`src/rtl/adam_axil_responder_if.sv`:
```
// ----------------------------------------------------------------------------
// adam_axil_responder_if
// AXI-Lite bus bundle between a fabric master port and an AXI-Lite slave
// endpoint such as adam_axil_responder.
//
// Parameters:
//   ADDR_WIDTH  byte address width
//   DATA_WIDTH  data width; strobe width is DATA_WIDTH/8
//
// Signals (direction given for the slave modport):
//   aw_addr/aw_prot/aw_valid in,  aw_ready out   write address channel
//   w_data/w_strb/w_valid    in,  w_ready  out   write data channel
//   b_resp/b_valid           out, b_ready  in    write response channel
//   ar_addr/ar_prot/ar_valid in,  ar_ready out   read address channel
//   r_data/r_resp/r_valid    out, r_ready  in    read data/response channel
// ----------------------------------------------------------------------------
interface adam_axil_responder_if #(
    parameter int ADDR_WIDTH = 32,
    parameter int DATA_WIDTH = 32
);
    localparam int STRB_WIDTH = DATA_WIDTH / 8;

    logic [ADDR_WIDTH-1:0] aw_addr;
    logic [2:0]            aw_prot;
    logic                  aw_valid;
    logic                  aw_ready;

    logic [DATA_WIDTH-1:0] w_data;
    logic [STRB_WIDTH-1:0] w_strb;
    logic                  w_valid;
    logic                  w_ready;

    logic [1:0]            b_resp;
    logic                  b_valid;
    logic                  b_ready;

    logic [ADDR_WIDTH-1:0] ar_addr;
    logic [2:0]            ar_prot;
    logic                  ar_valid;
    logic                  ar_ready;

    logic [DATA_WIDTH-1:0] r_data;
    logic [1:0]            r_resp;
    logic                  r_valid;
    logic                  r_ready;

    modport master (
        output aw_addr, aw_prot, aw_valid, w_data, w_strb, w_valid, b_ready,
               ar_addr, ar_prot, ar_valid, r_ready,
        input  aw_ready, w_ready, b_resp, b_valid, ar_ready, r_data, r_resp, r_valid
    );

    modport slave (
        input  aw_addr, aw_prot, aw_valid, w_data, w_strb, w_valid, b_ready,
               ar_addr, ar_prot, ar_valid, r_ready,
        output aw_ready, w_ready, b_resp, b_valid, ar_ready, r_data, r_resp, r_valid
    );
endinterface

```
`src/rtl/adam_axil_responder.sv`:
```
// ----------------------------------------------------------------------------
// adam_axil_responder
// AXI-Lite slave endpoint that turns fabric transactions into single-port
// word-memory requests (req/gnt, rvalid). One transaction is in flight at a
// time; reads and writes share the memory port with alternating priority on
// ties. The ADAM pause handshake lets the sequencer quiesce the endpoint.
//
// Optional feature macro: ADAM_AXIL_RESP_ERR_EN
//   defined   - accesses above the memory window skip the memory and answer
//               SLVERR (read data 0)
//   undefined - upper address bits are ignored, the window aliases, and the
//               response is always OKAY
//
// Ports:
//   clk_i          clock
//   rst_i          synchronous reset, active-high
//   pause_req_i    pause request
//   pause_ack_o    pause acknowledge (high while quiesced)
//   slv            AXI-Lite slave side (adam_axil_responder_if.slave)
//   mem_req_o      memory request valid
//   mem_we_o       1 = write, 0 = read
//   mem_addr_o     memory word address
//   mem_be_o       byte enables (write strobes, all ones on reads)
//   mem_wdata_o    write data
//   mem_gnt_i      memory accepted the request this cycle
//   mem_rvalid_i   read data valid
//   mem_rdata_i    read data
// ----------------------------------------------------------------------------
module adam_axil_responder #(
    parameter int ADDR_WIDTH     = 32,
    parameter int DATA_WIDTH     = 32,
    parameter int MEM_ADDR_WIDTH = 10
) (
    input  logic                      clk_i,
    input  logic                      rst_i,
    input  logic                      pause_req_i,
    output logic                      pause_ack_o,
    adam_axil_responder_if.slave      slv,
    output logic                      mem_req_o,
    output logic                      mem_we_o,
    output logic [MEM_ADDR_WIDTH-1:0] mem_addr_o,
    output logic [DATA_WIDTH/8-1:0]   mem_be_o,
    output logic [DATA_WIDTH-1:0]     mem_wdata_o,
    input  logic                      mem_gnt_i,
    input  logic                      mem_rvalid_i,
    input  logic [DATA_WIDTH-1:0]     mem_rdata_i
);
    localparam int STRB_WIDTH = DATA_WIDTH / 8;
    localparam int OFFS       = $clog2(STRB_WIDTH);
    localparam logic [1:0] RESP_OKAY   = 2'b00;
    localparam logic [1:0] RESP_SLVERR = 2'b10;

    typedef enum logic [2:0] {
        PAUSED, IDLE, WR_REQ, WR_RESP, RD_REQ, RD_WAIT, RD_RESP
    } state_e;

    state_e                    state_q, state_d;
    logic                      prioWrite_q;
    logic [MEM_ADDR_WIDTH-1:0] addr_q;
    logic [DATA_WIDTH-1:0]     wdata_q;
    logic [STRB_WIDTH-1:0]     be_q;
    logic [DATA_WIDTH-1:0]     rdata_q;
    logic [1:0]                resp_q;

    logic wrPending, rdPending, acceptWr, acceptRd;
    logic wrErr, rdErr;
    logic unused_bits;

    // Protection bits carry no meaning here and the byte-offset/upper address
    // bits are only partly consumed; fold them so nothing dangles.
    assign unused_bits = ^{slv.aw_prot, slv.ar_prot, slv.aw_addr, slv.ar_addr};

`ifdef ADAM_AXIL_RESP_ERR_EN
    assign wrErr = |slv.aw_addr[ADDR_WIDTH-1:MEM_ADDR_WIDTH+OFFS];
    assign rdErr = |slv.ar_addr[ADDR_WIDTH-1:MEM_ADDR_WIDTH+OFFS];
`else
    assign wrErr = 1'b0;
    assign rdErr = 1'b0;
`endif

    // State register
    always_ff @(posedge clk_i) begin
        if (rst_i) begin
            state_q <= PAUSED;
        end else begin
            state_q <= state_d;
        end
    end

    // Next state plus arbitration. A write is only pending once both AW and W
    // are valid, so they are always taken in one joint handshake. Pause is
    // honoured only from IDLE, letting an open transaction finish first.
    always_comb begin
        wrPending = slv.aw_valid && slv.w_valid;
        rdPending = slv.ar_valid;
        acceptWr  = 1'b0;
        acceptRd  = 1'b0;
        state_d   = state_q;
        case (state_q)
            PAUSED: begin
                if (!pause_req_i) state_d = IDLE;
            end
            IDLE: begin
                if (pause_req_i) begin
                    state_d = PAUSED;
                end else if (wrPending && (!rdPending || prioWrite_q)) begin
                    acceptWr = 1'b1;
                    state_d  = wrErr ? WR_RESP : WR_REQ;
                end else if (rdPending) begin
                    acceptRd = 1'b1;
                    state_d  = rdErr ? RD_RESP : RD_REQ;
                end
            end
            WR_REQ:  if (mem_gnt_i)    state_d = WR_RESP;
            RD_REQ:  if (mem_gnt_i)    state_d = RD_WAIT;
            RD_WAIT: if (mem_rvalid_i) state_d = RD_RESP;
            WR_RESP: if (slv.b_ready)  state_d = IDLE;
            RD_RESP: if (slv.r_ready)  state_d = IDLE;
            default: state_d = PAUSED;
        endcase
    end

    // Outputs decoded from state; readys only look at the AXI valids and the
    // pause request, never at the memory side.
    always_comb begin
        pause_ack_o  = (state_q == PAUSED);
        slv.aw_ready = acceptWr;
        slv.w_ready  = acceptWr;
        slv.ar_ready = acceptRd;
        slv.b_valid  = (state_q == WR_RESP);
        slv.r_valid  = (state_q == RD_RESP);
        slv.b_resp   = resp_q;
        slv.r_resp   = resp_q;
        slv.r_data   = rdata_q;
        mem_req_o    = (state_q == WR_REQ) || (state_q == RD_REQ);
        mem_we_o     = (state_q == WR_REQ);
        mem_addr_o   = addr_q;
        mem_be_o     = be_q;
        mem_wdata_o  = wdata_q;
    end

    // Transaction registers. The priority bit only moves when both kinds were
    // pending, so the next tie goes to the type that lost the previous tie;
    // uncontested grants leave it alone.
    always_ff @(posedge clk_i) begin
        if (rst_i) begin
            prioWrite_q <= 1'b1;
            addr_q      <= '0;
            wdata_q     <= '0;
            be_q        <= '0;
            rdata_q     <= '0;
            resp_q      <= RESP_OKAY;
        end else begin
            if (acceptWr) begin
                addr_q  <= slv.aw_addr[MEM_ADDR_WIDTH+OFFS-1:OFFS];
                wdata_q <= slv.w_data;
                be_q    <= slv.w_strb;
                resp_q  <= wrErr ? RESP_SLVERR : RESP_OKAY;
                if (rdPending) prioWrite_q <= 1'b0;
            end
            if (acceptRd) begin
                addr_q  <= slv.ar_addr[MEM_ADDR_WIDTH+OFFS-1:OFFS];
                be_q    <= '1;
                rdata_q <= '0;
                resp_q  <= rdErr ? RESP_SLVERR : RESP_OKAY;
                if (wrPending) prioWrite_q <= 1'b1;
            end
            if (state_q == RD_WAIT && mem_rvalid_i) begin
                rdata_q <= mem_rdata_i;
            end
        end
    end
endmodule
```
`src/flat_wrapper.sv`:
```
// flat-port wrapper written by rule: the top's interface ports become plain ports
module adam_axil_responder_flat 
#(
    parameter int ADDR_WIDTH     = 32,
    parameter int DATA_WIDTH     = 32,
    parameter int MEM_ADDR_WIDTH = 10
)
  (clk_i, rst_i, pause_req_i, pause_ack_o, mem_req_o, mem_we_o, mem_addr_o, mem_be_o, mem_wdata_o, mem_gnt_i, mem_rvalid_i, mem_rdata_i, slv_aw_addr, slv_aw_prot, slv_aw_valid, slv_w_data, slv_w_strb, slv_w_valid, slv_b_ready, slv_ar_addr, slv_ar_prot, slv_ar_valid, slv_r_ready, slv_aw_ready, slv_w_ready, slv_b_resp, slv_b_valid, slv_ar_ready, slv_r_data, slv_r_resp, slv_r_valid);
  adam_axil_responder_if #(.ADDR_WIDTH(ADDR_WIDTH), .DATA_WIDTH(DATA_WIDTH)) slv_i ();
  input  logic clk_i;
  input  logic rst_i;
  input  logic pause_req_i;
  output logic pause_ack_o;
  output logic mem_req_o;
  output logic mem_we_o;
  output logic [MEM_ADDR_WIDTH-1:0] mem_addr_o;
  output logic [DATA_WIDTH/8-1:0] mem_be_o;
  output logic [DATA_WIDTH-1:0] mem_wdata_o;
  input  logic mem_gnt_i;
  input  logic mem_rvalid_i;
  input  logic [DATA_WIDTH-1:0] mem_rdata_i;
  input wire logic [$bits(slv_i.aw_addr)-1:0] slv_aw_addr;
  input wire logic [$bits(slv_i.aw_prot)-1:0] slv_aw_prot;
  input wire logic [$bits(slv_i.aw_valid)-1:0] slv_aw_valid;
  input wire logic [$bits(slv_i.w_data)-1:0] slv_w_data;
  input wire logic [$bits(slv_i.w_strb)-1:0] slv_w_strb;
  input wire logic [$bits(slv_i.w_valid)-1:0] slv_w_valid;
  input wire logic [$bits(slv_i.b_ready)-1:0] slv_b_ready;
  input wire logic [$bits(slv_i.ar_addr)-1:0] slv_ar_addr;
  input wire logic [$bits(slv_i.ar_prot)-1:0] slv_ar_prot;
  input wire logic [$bits(slv_i.ar_valid)-1:0] slv_ar_valid;
  input wire logic [$bits(slv_i.r_ready)-1:0] slv_r_ready;
  output wire logic [$bits(slv_i.aw_ready)-1:0] slv_aw_ready;
  output wire logic [$bits(slv_i.w_ready)-1:0] slv_w_ready;
  output wire logic [$bits(slv_i.b_resp)-1:0] slv_b_resp;
  output wire logic [$bits(slv_i.b_valid)-1:0] slv_b_valid;
  output wire logic [$bits(slv_i.ar_ready)-1:0] slv_ar_ready;
  output wire logic [$bits(slv_i.r_data)-1:0] slv_r_data;
  output wire logic [$bits(slv_i.r_resp)-1:0] slv_r_resp;
  output wire logic [$bits(slv_i.r_valid)-1:0] slv_r_valid;
  assign slv_i.aw_addr = slv_aw_addr;
  assign slv_i.aw_prot = slv_aw_prot;
  assign slv_i.aw_valid = slv_aw_valid;
  assign slv_i.w_data = slv_w_data;
  assign slv_i.w_strb = slv_w_strb;
  assign slv_i.w_valid = slv_w_valid;
  assign slv_i.b_ready = slv_b_ready;
  assign slv_i.ar_addr = slv_ar_addr;
  assign slv_i.ar_prot = slv_ar_prot;
  assign slv_i.ar_valid = slv_ar_valid;
  assign slv_i.r_ready = slv_r_ready;
  assign slv_aw_ready = slv_i.aw_ready;
  assign slv_w_ready = slv_i.w_ready;
  assign slv_b_resp = slv_i.b_resp;
  assign slv_b_valid = slv_i.b_valid;
  assign slv_ar_ready = slv_i.ar_ready;
  assign slv_r_data = slv_i.r_data;
  assign slv_r_resp = slv_i.r_resp;
  assign slv_r_valid = slv_i.r_valid;
  adam_axil_responder #(.ADDR_WIDTH(ADDR_WIDTH), .DATA_WIDTH(DATA_WIDTH), .MEM_ADDR_WIDTH(MEM_ADDR_WIDTH)) u_core (.clk_i(clk_i), .rst_i(rst_i), .pause_req_i(pause_req_i), .pause_ack_o(pause_ack_o), .slv(slv_i), .mem_req_o(mem_req_o), .mem_we_o(mem_we_o), .mem_addr_o(mem_addr_o), .mem_be_o(mem_be_o), .mem_wdata_o(mem_wdata_o), .mem_gnt_i(mem_gnt_i), .mem_rvalid_i(mem_rvalid_i), .mem_rdata_i(mem_rdata_i));
endmodule
```
`config.mk`:
```
export PLATFORM = sky130hd
export DESIGN_NAME = adam_axil_responder_flat
export DESIGN_NICKNAME = d
export VERILOG_FILES = /design/src/rtl/adam_axil_responder_if.sv /design/src/rtl/adam_axil_responder.sv /design/src/flat_wrapper.sv
export SDC_FILE = /design/constraint.sdc
export NUM_CORES = 1
export LEC_CHECK = 0
export CELL_PAD_IN_SITES_DETAIL_PLACEMENT = 0
export CELL_PAD_IN_SITES_GLOBAL_PLACEMENT = 1
export CORE_MARGIN = 10
export CORE_UTILIZATION = 23
export CTS_CLUSTER_DIAMETER = 100
export DETAILED_ROUTE_END_ITERATION = 7
export GPL_TIMING_DRIVEN = 0
export PLACE_DENSITY = 0.92
export SLEW_MARGIN = 20
export SYNTH_ARGS = -nofsm -noshare
export SYNTH_HDL_FRONTEND = slang
export SYNTH_SLANG_ARGS = --single-unit
```
`constraint.sdc`:
```
create_clock -name clk_i -period 2.3 [get_ports clk_i]
set_input_delay 0.46 -clock clk_i [delete_from_list [all_inputs] [get_ports clk_i]]
set_output_delay 0.46 -clock clk_i [all_outputs]
set_load 0.02 [all_outputs]
```
After elaboration in Yosys (flattened, before gate mapping)
Cells that the tools add are included.
{"block": "word_totals", "elab_cells": 56, "out_inout_bits": 90, "input_bits": 148, "register_bits": 82}
{"block": "op_classes", "n_reduce_logical": 10, "n_mux": 27, "eq_ne": 13}
{"cell": "$mux 32", "n": 2}
{"cell": "$mux 3", "n": 9}
{"cell": "$pmux 3 s7", "n": 1}
{"cell": "$mux 10", "n": 2}
{"cell": "$mux 1", "n": 11}
{"cell": "$ne 2x2->1 const B", "n": 5}
{"cell": "$eq 3x3->1 const B", "n": 3}
{"cell": "$mux 4", "n": 2}
{"cell": "$reduce_and 7->1", "n": 1}
{"cell": "$eq 3x2->1 const B", "n": 2}
{"cell": "$ne 4x3->1 const B", "n": 1}
{"cell": "$reduce_bool 2->1", "n": 2}
{"cell": "$eq 3x1->1 const B", "n": 1}
{"cell": "$logic_and 1x1->1", "n": 3}
{"cell": "$logic_not 3->1", "n": 1}
{"cell": "$logic_or 1x1->1", "n": 2}
{"cell": "$ne 2x1->1 const B", "n": 1}
{"cell": "$logic_not 1->1", "n": 1}

Longest topological paths before layout
Gate-level depths: netlist (run 1).
{"block": "logic_depth", "ltp_word": 9, "mapped_depth": 8, "ltp_nobuf": 5}

Worst setup path after synthesis (run 1)
OpenSTA, ideal clock, no wires.
{"block": "synth_timing", "path_kind": "reg-to-output", "startpoint": "register u_core.state_q[2]", "endpoint": "output slv_ar_ready", "required_time_ns": 1.840, "t_arrival_ns": 1.534, "path_stages_with_launch": 7, "path_slack_ns": 0.306, "path_buffers": 3, "path_cell_list": "dfxtp_1 -> buf_2 -> nor4b_4 -> o211ai_1 -> buf_2 -> buf_2 -> inv_1"}
{"block": "synth_between", "elab_chain_len": 2}
{"element": "from (decl)", "line_no": "adam_axil_responder.sv:57", "rtl": "state_e state_q, state_d;"}
{"element": "from (signal assigned)", "line_no": "adam_axil_responder.sv:86", "rtl": "state_q <= state_d;"}
{"element": "$eq 3x1->1", "line_no": "adam_axil_responder.sv:99", "rtl": "case (state_q)"}
{"element": "$mux 1", "line_no": "adam_axil_responder.sv:99"}
{"element": "to (decl)", "line_no": "flat_wrapper.sv:37", "rtl": "output wire logic [$bits(slv_i.ar_ready)-1:0] slv_ar_ready;"}
No other way between the ends.

Final worst setup path (run 1)
{"block": "layout_timing", "startpoint": "register u_core.state_q[0]", "endpoint": "output slv_r_valid"}
{"block": "layout_between", "elab_chain_len": 1}
{"element": "$eq 3x3->1", "line_no": "adam_axil_responder.sv:131", "rtl": "slv.r_valid = (state_q == RD_RESP);"}
{"element": "to (decl)", "line_no": "flat_wrapper.sv:40", "rtl": "output wire logic [$bits(slv_i.r_valid)-1:0] slv_r_valid;"}
No other way between the ends.

==> results.py, run 1 <==
metrics = {
    "global_route": {
        "antenna_found_initial": 0,
        "grt.total_usage": 0.125,
        "grt-ovfl-total": 0,
        "grt_pass1_wl_um": 19500,
        "grt_pass1_vias": 3428,
        "grt_max_degree": 19,
    },
    "synthesis": {
        "syn-cell-area_um2": 3310,
        "synth_seq_cells": 82,
        "syn_area_per_cell_um2": 8.04,
        "synth.distinct_cells": 35,
        "syn_inst": 412,
        "yosys_warnings": 0,
        "yosysSeqAreaShare": 0.495,
    },
    "setup_path": {
        "worstRegToRegCells": 9,
        "r2r_setup_slack_ns": 0.38,
        "worstSetupPathType": "register to output pin",
        "cp_max_fo": 10,
        "cp.required_ns": 1.84,
        "crit_arrival_ns": 1.75,
        "cp-start-kind": "register",
        "critPathCaptureType": "output pin",
        "r2r_start": "u_core.state_q[2]",
        "r2r-end": "u_core.slv.r_data[30]",
    },
    "outcome": {
        "outcome": "completed",
    },
    "placed_design": {
        "io_buffers": 182,
        "dpl.hpwl_um": 9520,
        "gp_congestion": 0.722,
        "dpl_worst_slack_ns": -0.923,
    },
    "timing": {
        "slew_viol_final": 0,
        "setup_viol": 0,
        "worst_slew_pin_slew_ns": 0.687,
        "max_freq_ghz": 0.453,
        "fin_ws_ns": 0.0917,
        "skew_ns": 0.00501,
        "final_hold_viol_count": 0,
        "timing.final.crit_share": 0.960,
        "period_needed_ns": 2.21,
        "finalSetupTns_ns": 0,
        "max-slew-margin-rel": 0.541,
        "grt_setup_unrepaired": "no",
    },
    "drt": {
        "vias_per_cell": 4.39,
        "drt-wirelength-per-cell_um": 15.9,
        "first_iter_violations": 102,
        "wl_met2_um": 5670,
        "vias": 3495,
        "drc": 0,
        "wl_met1_um": 5350,
        "wl_met3_um": 1490,
        "ant_nets": 0,
        "routed_wl_um": 12700,
        "first_pass_iters": 4,
        "highest_layer": "met4",
    },
    "floorplanning": {
        "core_um2": 14000,
        "dieArea_um2": 19600,
        "rows": 43,
        "die_w_um": 140,
        "io_pins": 238,
        "dieHeight_um": 140,
        "start_util": 0.237,
    },
    "flow_run": {
        "max_cap_viol_count": 0,
    },
    "power_and_ir_drop": {
        "p_total_mw": 3.58,
        "p_leak_nw": 2.04,
        "p_per_area_nw_per_um2": 625,
        "peakVddDrop_uv": 408,
    },
    "final_layout": {
        "diodes": 0,
        "drive_above_1_share": 0.0697,
        "fin_nets": 761,
        "syn2layout_area_growth_pct": 73.1,
    },
    "cts": {
        "htree_num_levels": 3,
        "clk_path_buf_depth": 2,
        "cts_buffers": 9,
        "clkSinkCount": 82,
        "path_clk_slew_ns": 0.06,
        "cts_tree": "built",
        "clk_latency_ns": 0.34,
        "postCtsHoldBufs": 0,
        "cts_root_buffer": "clkbuf_16",
    },
    "min_path": {
        "hold_depth": 2,
        "hold_path_end": "u_core.mem_wdata_o[7]",
        "worstHoldStart": "u_core.mem_wdata_o[7]",
        "min_path_type": "register to register",
    },
}
cell usage in the layout, fill, tap and decap left out, drive strengths merged, types with 3 or more instances in the layout:
cell           instances
nand2                107
clkdlybuf4s50        174
mux2i                 10
and2                   3
clkbuf                31
nand2b                13
a31oi                  4
nor2                  16
conb                   4
nand3                 34
buf                   27
a211oi                10
inv                    4
dfxtp                 82
a21oi                 68
nor3b                  3
dlymetal6s2s           4
sequential cells by signal (all words and copies together), names as in the netlist:
| register | cells |
|---|---|
| u_core.mem_addr_o | 10 |
| u_core.prioWrite_q | 1 |
| u_core.mem_wdata_o | 32 |
| u_core.mem_be_o | 4 |
| u_core.slv.r_data | 32 |
| u_core.state_q | 3 |
Yosys cell counts:
master,instances,area [µm²]
xnor2_1,1,8.76
inv_2,1,3.75
or2_2,1,6.26
buf_6,2,22.5
o2bb2ai_1,1,8.76
nor2_1,15,56.3
buf_4,6,45.0
o31ai_1,1,7.51
clkbuf_1,20,75.1
and3_1,1,6.26
mux2i_1,10,100
and3b_1,2,17.5
nand3b_1,1,7.51
nand3_4,1,17.5
nor3_1,1,5.00
nand2_1,107,402
o21ai_0,2,10.0
a31oi_1,4,25.0
and2_1,3,18.8
dfxtp_1,82,1640
conb_1,1,3.75
nand3_1,33,165
buf_1,4,15.0
o211ai_1,2,15.0
a211oi_1,10,75.1
inv_1,3,11.3
xor2_1,1,8.76
nor4b_4,1,23.8
buf_2,6,30.0
a221oi_1,2,17.5
nor3b_1,3,22.5
a21oi_1,68,340
nor2_2,1,6.26
nor2b_1,2,12.5
nand2b_1,13,81.3
worst max path at each step:
stage,from,end,slack [ns],cells past startpoint
global route,u_core.state_q[2],slv_ar_ready,0.001,7
global placement,pause_req_i,slv_ar_ready,-0.94,7
floorplan,u_core.state_q[2],slv_ar_ready,0.31,6
finish,u_core.state_q[0],slv_r_valid,0.09,4
detailed placement,pause_req_i,slv_ar_ready,-0.92,7
CTS,u_core.state_q[1],slv_b_valid,0.007,4
layer usage:
metal / vias up / GRT usage
li1: 1769 / -
met3: 11 / 0.0727
met4: 0 / 0.0397
met5: - / 0
met2: 145 / 0.191
met1: 1570 / 0.142
cells by family after synthesis:
kind of cell / Yosys count / synth area share
AO/OA/AOI/OAI: 90 / 0.151
XOR/XNOR: 2 / 0.00529
buffers and inverters: 42 / 0.0612
flip-flops: 82 / 0.495
multiplexers: 10 / 0.0302
other: 1 / 0.00113
AND/OR/NAND/NOR: 185 / 0.256
per-stage QoR:
stage	instance area, µm²	hold WS [ns]	std cells	utilization
final	5740	0.451	797	0.410
after global routing	5740	0.470	797	0.410
after CTS	5730	0.454	797	0.409
after detailed placement	5370	0.447	777	0.384
after global placement	5370	0.441	777	0.384
after floorplan	3320	0.478	415	-
repair_timing:
action / 4_1_cts / 5_1_grt
gates cloned: 0 / 0
buffers inserted: 7 / 0
pin swaps: 2 / 1
endpoints found under the setup margin: 7 / 5
gates resized for setup: 19 / 6
final cells by class:
cell class	count	area, µm²
flip-flops and latches	82	1640
multi-input cells	291	1480
fillers	1462	8250
clock buffers	13	270
clock inverters	2	35.0
plain buffers	36	186
well taps	180	225
inverters	4	22.5
repair buffers	189	1870
critical path: stages, from the launching register on:
cell	delay (ns)
dfxtp_1	0.38
buf_2	0.23
inv_1	0.09
and3_1	0.17
clkdlybuf4s50_1	0.53
power breakdown:
group / switching (mW) / total (mW) / leakage, nW / internal [mW]
logic: 0.274 / 0.592 / 1.22 / 0.318
clock network: 0.579 / 1.50 / 0.152 / 0.923
registers: 0.0231 / 1.49 / 0.663 / 1.46
Power figures use the tool's default switching activity.
==> run 2: changes to the inputs <==
==> constraint.sdc (replaced) <==
create_clock -name clk_i -period 2.3 [get_ports clk_i]
set_input_delay 0.23 -clock clk_i [delete_from_list [all_inputs] [get_ports clk_i]]
set_output_delay 0.23 -clock clk_i [all_outputs]
set_load 0.02 [all_outputs]
==> run 2 against run 1 <==
Routed wire length is 0.13% lower. Worst setup slack better by 0.050 ns. Non-clock buffer count is 3 higher. Final cell count is 0.38% higher. Clock-buffer cell count stayed put. Maximum frequency is 2.3% higher. Sequential share of layout area is 0.062 points lower.
==> results.py, run 2 (synthesis results as in run 1) <==
metrics = {
    "outcome": {
        "outcome": "completed",
    },
    "global_route": {
        "antenna_found_initial": 0,
        "grt-ovfl-total": 0,
        "grt.total_usage": 0.123,
        "grt_max_degree": 20,
        "grt_pass1_wl_um": 19300,
        "grt_pass1_vias": 3416,
    },
    "placed_design": {
        "dpl.hpwl_um": 9520,
        "dp.cells": 777,
        "gp_congestion": 0.722,
        "io_buffers": 182,
        "dpl_worst_slack_ns": -0.463,
    },
    "setup_path": {
        "crit_arrival_ns": 1.93,
        "worstSetupPathType": "register to output pin",
        "critPathCaptureType": "output pin",
        "cp-start-kind": "register",
        "startpoint": "u_core.state_q[0]",
        "worstRegToRegCells": 9,
        "cp_max_fo": 10,
        "cp.required_ns": 2.07,
        "r2r_start": "u_core.state_q[2]",
    },
    "final_layout": {
        "multiInputGateArea_um2": 1480,
        "seq_area_um2": 1640,
        "fillerInstances": 1466,
        "layout_common_cells": "clkdlybuf4s50_1, nand2_1, dfxtp_1",
        "final_common_cell": "clkdlybuf4s50_1",
        "stdcell_count": 800,
        "diodes": 0,
        "drive_above_1_share": 0.0694,
        "syn2layout_area_growth_pct": 73.5,
        "fin_nets": 764,
    },
    "power_and_ir_drop": {
        "p_leak_nw": 2.00,
        "p_per_area_nw_per_um2": 624,
        "peakVddDrop_uv": 408,
    },
    "timing": {
        "slew_viol_final": 0,
        "final_hold_viol_count": 0,
        "worst_slew_pin_slew_ns": 0.712,
        "max_freq_ghz": 0.463,
        "fin_ws_ns": 0.142,
        "max-slew-margin-rel": 0.525,
        "timing.final.crit_share": 0.938,
        "setup_viol": 0,
        "period_needed_ns": 2.16,
        "skew_ns": 0.00548,
        "grt_setup_unrepaired": "no",
    },
    "cts": {
        "htree_num_levels": 3,
        "clk_path_buf_depth": 2,
        "cts_tree": "built",
        "clkSinkCount": 82,
        "cts_buffers": 9,
        "clk_latency_ns": 0.34,
        "cts_root_buffer": "clkbuf_16",
        "path_clk_slew_ns": 0.06,
    },
    "drt": {
        "routed_wl_um": 12700,
        "vias": 3504,
        "ant_nets": 0,
        "drt-wirelength-per-cell_um": 15.8,
        "first_pass_iters": 4,
        "first_iter_violations": 91,
        "vias_per_cell": 4.38,
        "drc": 0,
    },
    "floorplanning": {
        "rows": 43,
        "core_um2": 14000,
        "die_w_um": 140,
        "start_util": 0.237,
        "dieArea_um2": 19600,
        "io_pins": 238,
        "dieHeight_um": 140,
    },
    "min_path": {
        "worstHoldStart": "rst_i",
        "min_path_type": "input port to register",
        "hold_depth": 2,
    },
    "flow_run": {
        "max_cap_viol_count": 0,
    },
}
[run 2: critical path, stage by stage (launching register included)]
cell             delay, ns
dfxtp_1               0.38
clkbuf_1              0.34
inv_1                 0.13
nor2_1                0.12
clkdlybuf4s50_1       0.61
[run 2: power breakdown]
group / switching [mW] / total [mW] / internal [mW]
Clock: 0.576 / 1.50 / 0.923
Sequential: 0.0234 / 1.49 / 1.46
Combinational: 0.274 / 0.598 / 0.323
Total: 0.874 / 3.58 / 2.71
[run 2: metal layers]
| layer | part of all wire | wire length, µm | global-route usage | vias up |
|---|---|---|---|---|
| met5 | 0 | 0 | 0 | - |
| met1 | 0.43 | 5450 | 0.140 | 1586 |
| met3 | 0.11 | 1430 | 0.0727 | 11 |
| met2 | 0.44 | 5610 | 0.188 | 133 |
| li1 | - | - | - | 1774 |
| met4 | 0.014 | 172 | 0.0397 | 0 |
[run 2: final cells by class]
| cell class | instances | share of cell area |
|---|---|---|
| Inverter | 4 | 0.00305 |
| Sequential cell | 82 | 0.286 |
| Tap cell | 180 | 0.0392 |
| Buffer | 36 | 0.0322 |
| Timing Repair Buffer | 192 | 0.329 |
| Multi-Input combinational cell | 291 | 0.258 |
| Clock buffer | 13 | 0.0470 |
| Clock inverter | 2 | 0.00609 |
[run 2: final timing paths]
path / endpoint / slack [ns]
worst min register to register: u_core.mem_wdata_o[17] / 0.45
worst min-delay path: u_core.prioWrite_q / 0.42
worst max register to register: u_core.mem_addr_o[9] / 0.38
worst max-delay path: slv_b_valid / 0.14
[run 2: repair_timing]
item                       CTS  global route
hold buffers                 0             0
setup endpoints to repair    3             4
setup buffers                4             6
pin swaps                    2             1
resized for setup            6             5
[run 2: through the flow]
step	hold WS [ns]	power, mW	TNS [ns]	util	area [µm²]
6_report	0.416	3.58	0	0.411	5750
5_1_grt	0.420	3.75	0	0.411	5750
4_1_cts	0.414	3.63	0	0.408	5700
3_5_place_dp	0.447	2.10	-1.22	0.384	5370
3_3_place_gp	0.441	2.10	-1.25	0.384	5370
2_1_floorplan	0.366	1.78	0	-	3320
==> run 3: changes to the inputs <==
--- a/config.mk
+++ b/config.mk
@@ -12,7 +12,7 @@
 export CTS_CLUSTER_DIAMETER = 100
 export DETAILED_ROUTE_END_ITERATION = 7
 export GPL_TIMING_DRIVEN = 0
-export PLACE_DENSITY = 0.92
+export PLACE_DENSITY = 0.9
 export SLEW_MARGIN = 20
 export SYNTH_ARGS = -nofsm -noshare
 export SYNTH_HDL_FRONTEND = slang
==> run 3 against run 2 <==
Final cell count down 0.50%. Sequential power about the same. Final area up 0.30%. First-iteration DRC count up 21%. Via count down 2.5%.
==> results.py, run 3 (synthesis results as in run 1) <==
metrics = {
    "timing": {
        "finalSetupTns_ns": 0,
        "max_freq_ghz": 0.463,
        "grt_setup_unrepaired": "no",
        "max-slew-margin-rel": 0.557,
        "skew_ns": 0.00583,
        "period_needed_ns": 2.16,
        "worst_slew_pin_slew_ns": 0.664,
        "timing.final.crit_share": 0.939,
        "slew_viol_final": 0,
        "fin_ws_ns": 0.141,
        "setup_viol": 0,
        "final_hold_viol_count": 0,
    },
    "power_and_ir_drop": {
        "p_leak_nw": 1.99,
        "p_per_area_nw_per_um2": 656,
        "peakVddDrop_uv": 315,
        "p_total_mw": 3.78,
    },
    "cts": {
        "cts_root_buffer": "clkbuf_16",
        "clk_latency_ns": 0.34,
        "clk_path_buf_depth": 2,
        "cts_tree": "built",
        "clkSinkCount": 82,
        "cts_buffers": 9,
        "postCtsHoldBufs": 0,
        "htree_num_levels": 3,
        "path_clk_slew_ns": 0.06,
    },
    "final_layout": {
        "fin_nets": 759,
        "fillerInstances": 1469,
        "stdcell_count": 796,
        "diodes": 0,
        "drive_above_1_share": 0.0633,
        "layout_common_cells": "clkdlybuf4s50_1, nand2_1, dfxtp_1",
        "syn2layout_area_growth_pct": 74.0,
        "final_common_cell": "clkdlybuf4s50_1",
    },
    "placed_design": {
        "dpl_worst_slack_ns": -0.481,
        "dp.cells": 777,
        "dpl.hpwl_um": 9490,
        "io_buffers": 182,
        "gp_congestion": 0.726,
    },
    "setup_path": {
        "r2r_setup_slack_ns": 0.47,
        "worstSetupPathType": "register to output pin",
        "cp_max_fo": 10,
        "critPathCaptureType": "output pin",
        "cp.required_ns": 2.07,
        "crit_arrival_ns": 1.93,
        "cp-start-kind": "register",
    },
    "drt": {
        "ant_nets": 0,
        "vias": 3417,
        "routed_wl_um": 12400,
        "drt-wirelength-per-cell_um": 15.6,
        "drc": 0,
        "first_iter_violations": 110,
        "first_pass_iters": 4,
        "vias_per_cell": 4.29,
    },
    "global_route": {
        "grt_use_met3": 0.0730,
        "grt-ovfl-total": 0,
        "grt.total_usage": 0.124,
        "grt.busiest_layer": "met2",
        "use_met1": 0.141,
        "grt_max_degree": 20,
        "grt_pass1_vias": 3450,
        "gr-usage-met2": 0.191,
        "grt_pass1_wl_um": 19300,
        "antenna_found_initial": 0,
    },
    "floorplanning": {
        "dieHeight_um": 140,
        "rows": 43,
        "io_pins": 238,
        "start_util": 0.237,
        "dieArea_um2": 19600,
        "die_w_um": 140,
        "core_um2": 14000,
    },
    "min_path": {
        "min_path_type": "input port to register",
    },
    "outcome": {
        "outcome": "completed",
    },
    "flow_run": {
        "max_cap_viol_count": 0,
    },
}
[run 3: cell types whose count changed in the layout (fill, tap and decap cells not counted)]
cell / delta
buf_4: -4
buf_2: -1
bufinv_16: +2
clkdlybuf4s15_2: +1
clkinv_2: -1
clkbuf_4: -1
clkbuf_8: -1
clkinvlp_4: +1
[run 3: path summary, 6_finish.rpt]
check                         start                     end  depth (start not counted)
max               u_core.state_q[0]             slv_b_valid                          4
min reg2reg  u_core.mem_wdata_o[26]  u_core.mem_wdata_o[26]                          2
max reg2reg       u_core.state_q[2]    u_core.slv.r_data[7]                          7
min                  slv_w_data[19]  u_core.mem_wdata_o[19]                          3
[run 3: final cells by class]
| type | count | area (µm²) | share of cell area |
|---|---|---|---|
| Timing Repair Buffer | 187 | 1860 | 0.323 |
| Sequential cell | 82 | 1640 | 0.285 |
| Multi-Input combinational cell | 291 | 1480 | 0.257 |
| Clock buffer | 12 | 256 | 0.0445 |
| Tap cell | 180 | 225 | 0.0391 |
| Buffer | 36 | 185 | 0.0321 |
| Clock inverter | 4 | 97.6 | 0.0169 |
| Inverter | 4 | 17.5 | 0.00304 |
[run 3: metrics by stage]
step | instance area, µm² | hold slack [ns] | utilization
after floorplan | 3320 | 0.366 | -
after global routing | 5770 | 0.422 | 0.412
after global placement | 5370 | 0.440 | 0.384
after detailed placement | 5370 | 0.446 | 0.384
after CTS | 5750 | 0.413 | 0.411
final | 5770 | 0.433 | 0.412
[run 3: power by group]
| group | switching [mW] | leakage (nW) | internal [mW] |
|---|---|---|---|
| sequential | 0.0225 | 0.663 | 1.46 |
| combinational | 0.269 | 1.16 | 0.317 |
| clock | 0.589 | 0.169 | 1.12 |
| total | 0.880 | 1.99 | 2.90 |
[run 3: what timing repair did]
item | in CTS | in global routing
resized for setup | 6 | 4
pin swaps | 2 | 1
buffers inserted | 4 | 1
setup endpoints to repair | 3 | 5
[run 3: per-layer routing]
layer | wire, µm | part of all wire | vias to the layer above
met5 | 0 | 0 | -
met4 | 160 | 0.013 | 0
met3 | 1500 | 0.12 | 13
met2 | 5470 | 0.44 | 137
met1 | 5250 | 0.42 | 1502
li1 | - | - | 1765
[run 3: worst max-delay path: stages, from the launching register on]
cell and delay, ns:
dfxtp_1 0.38, clkbuf_1 0.34, inv_1 0.13, nor2_1 0.12, clkdlybuf4s50_1 0.61
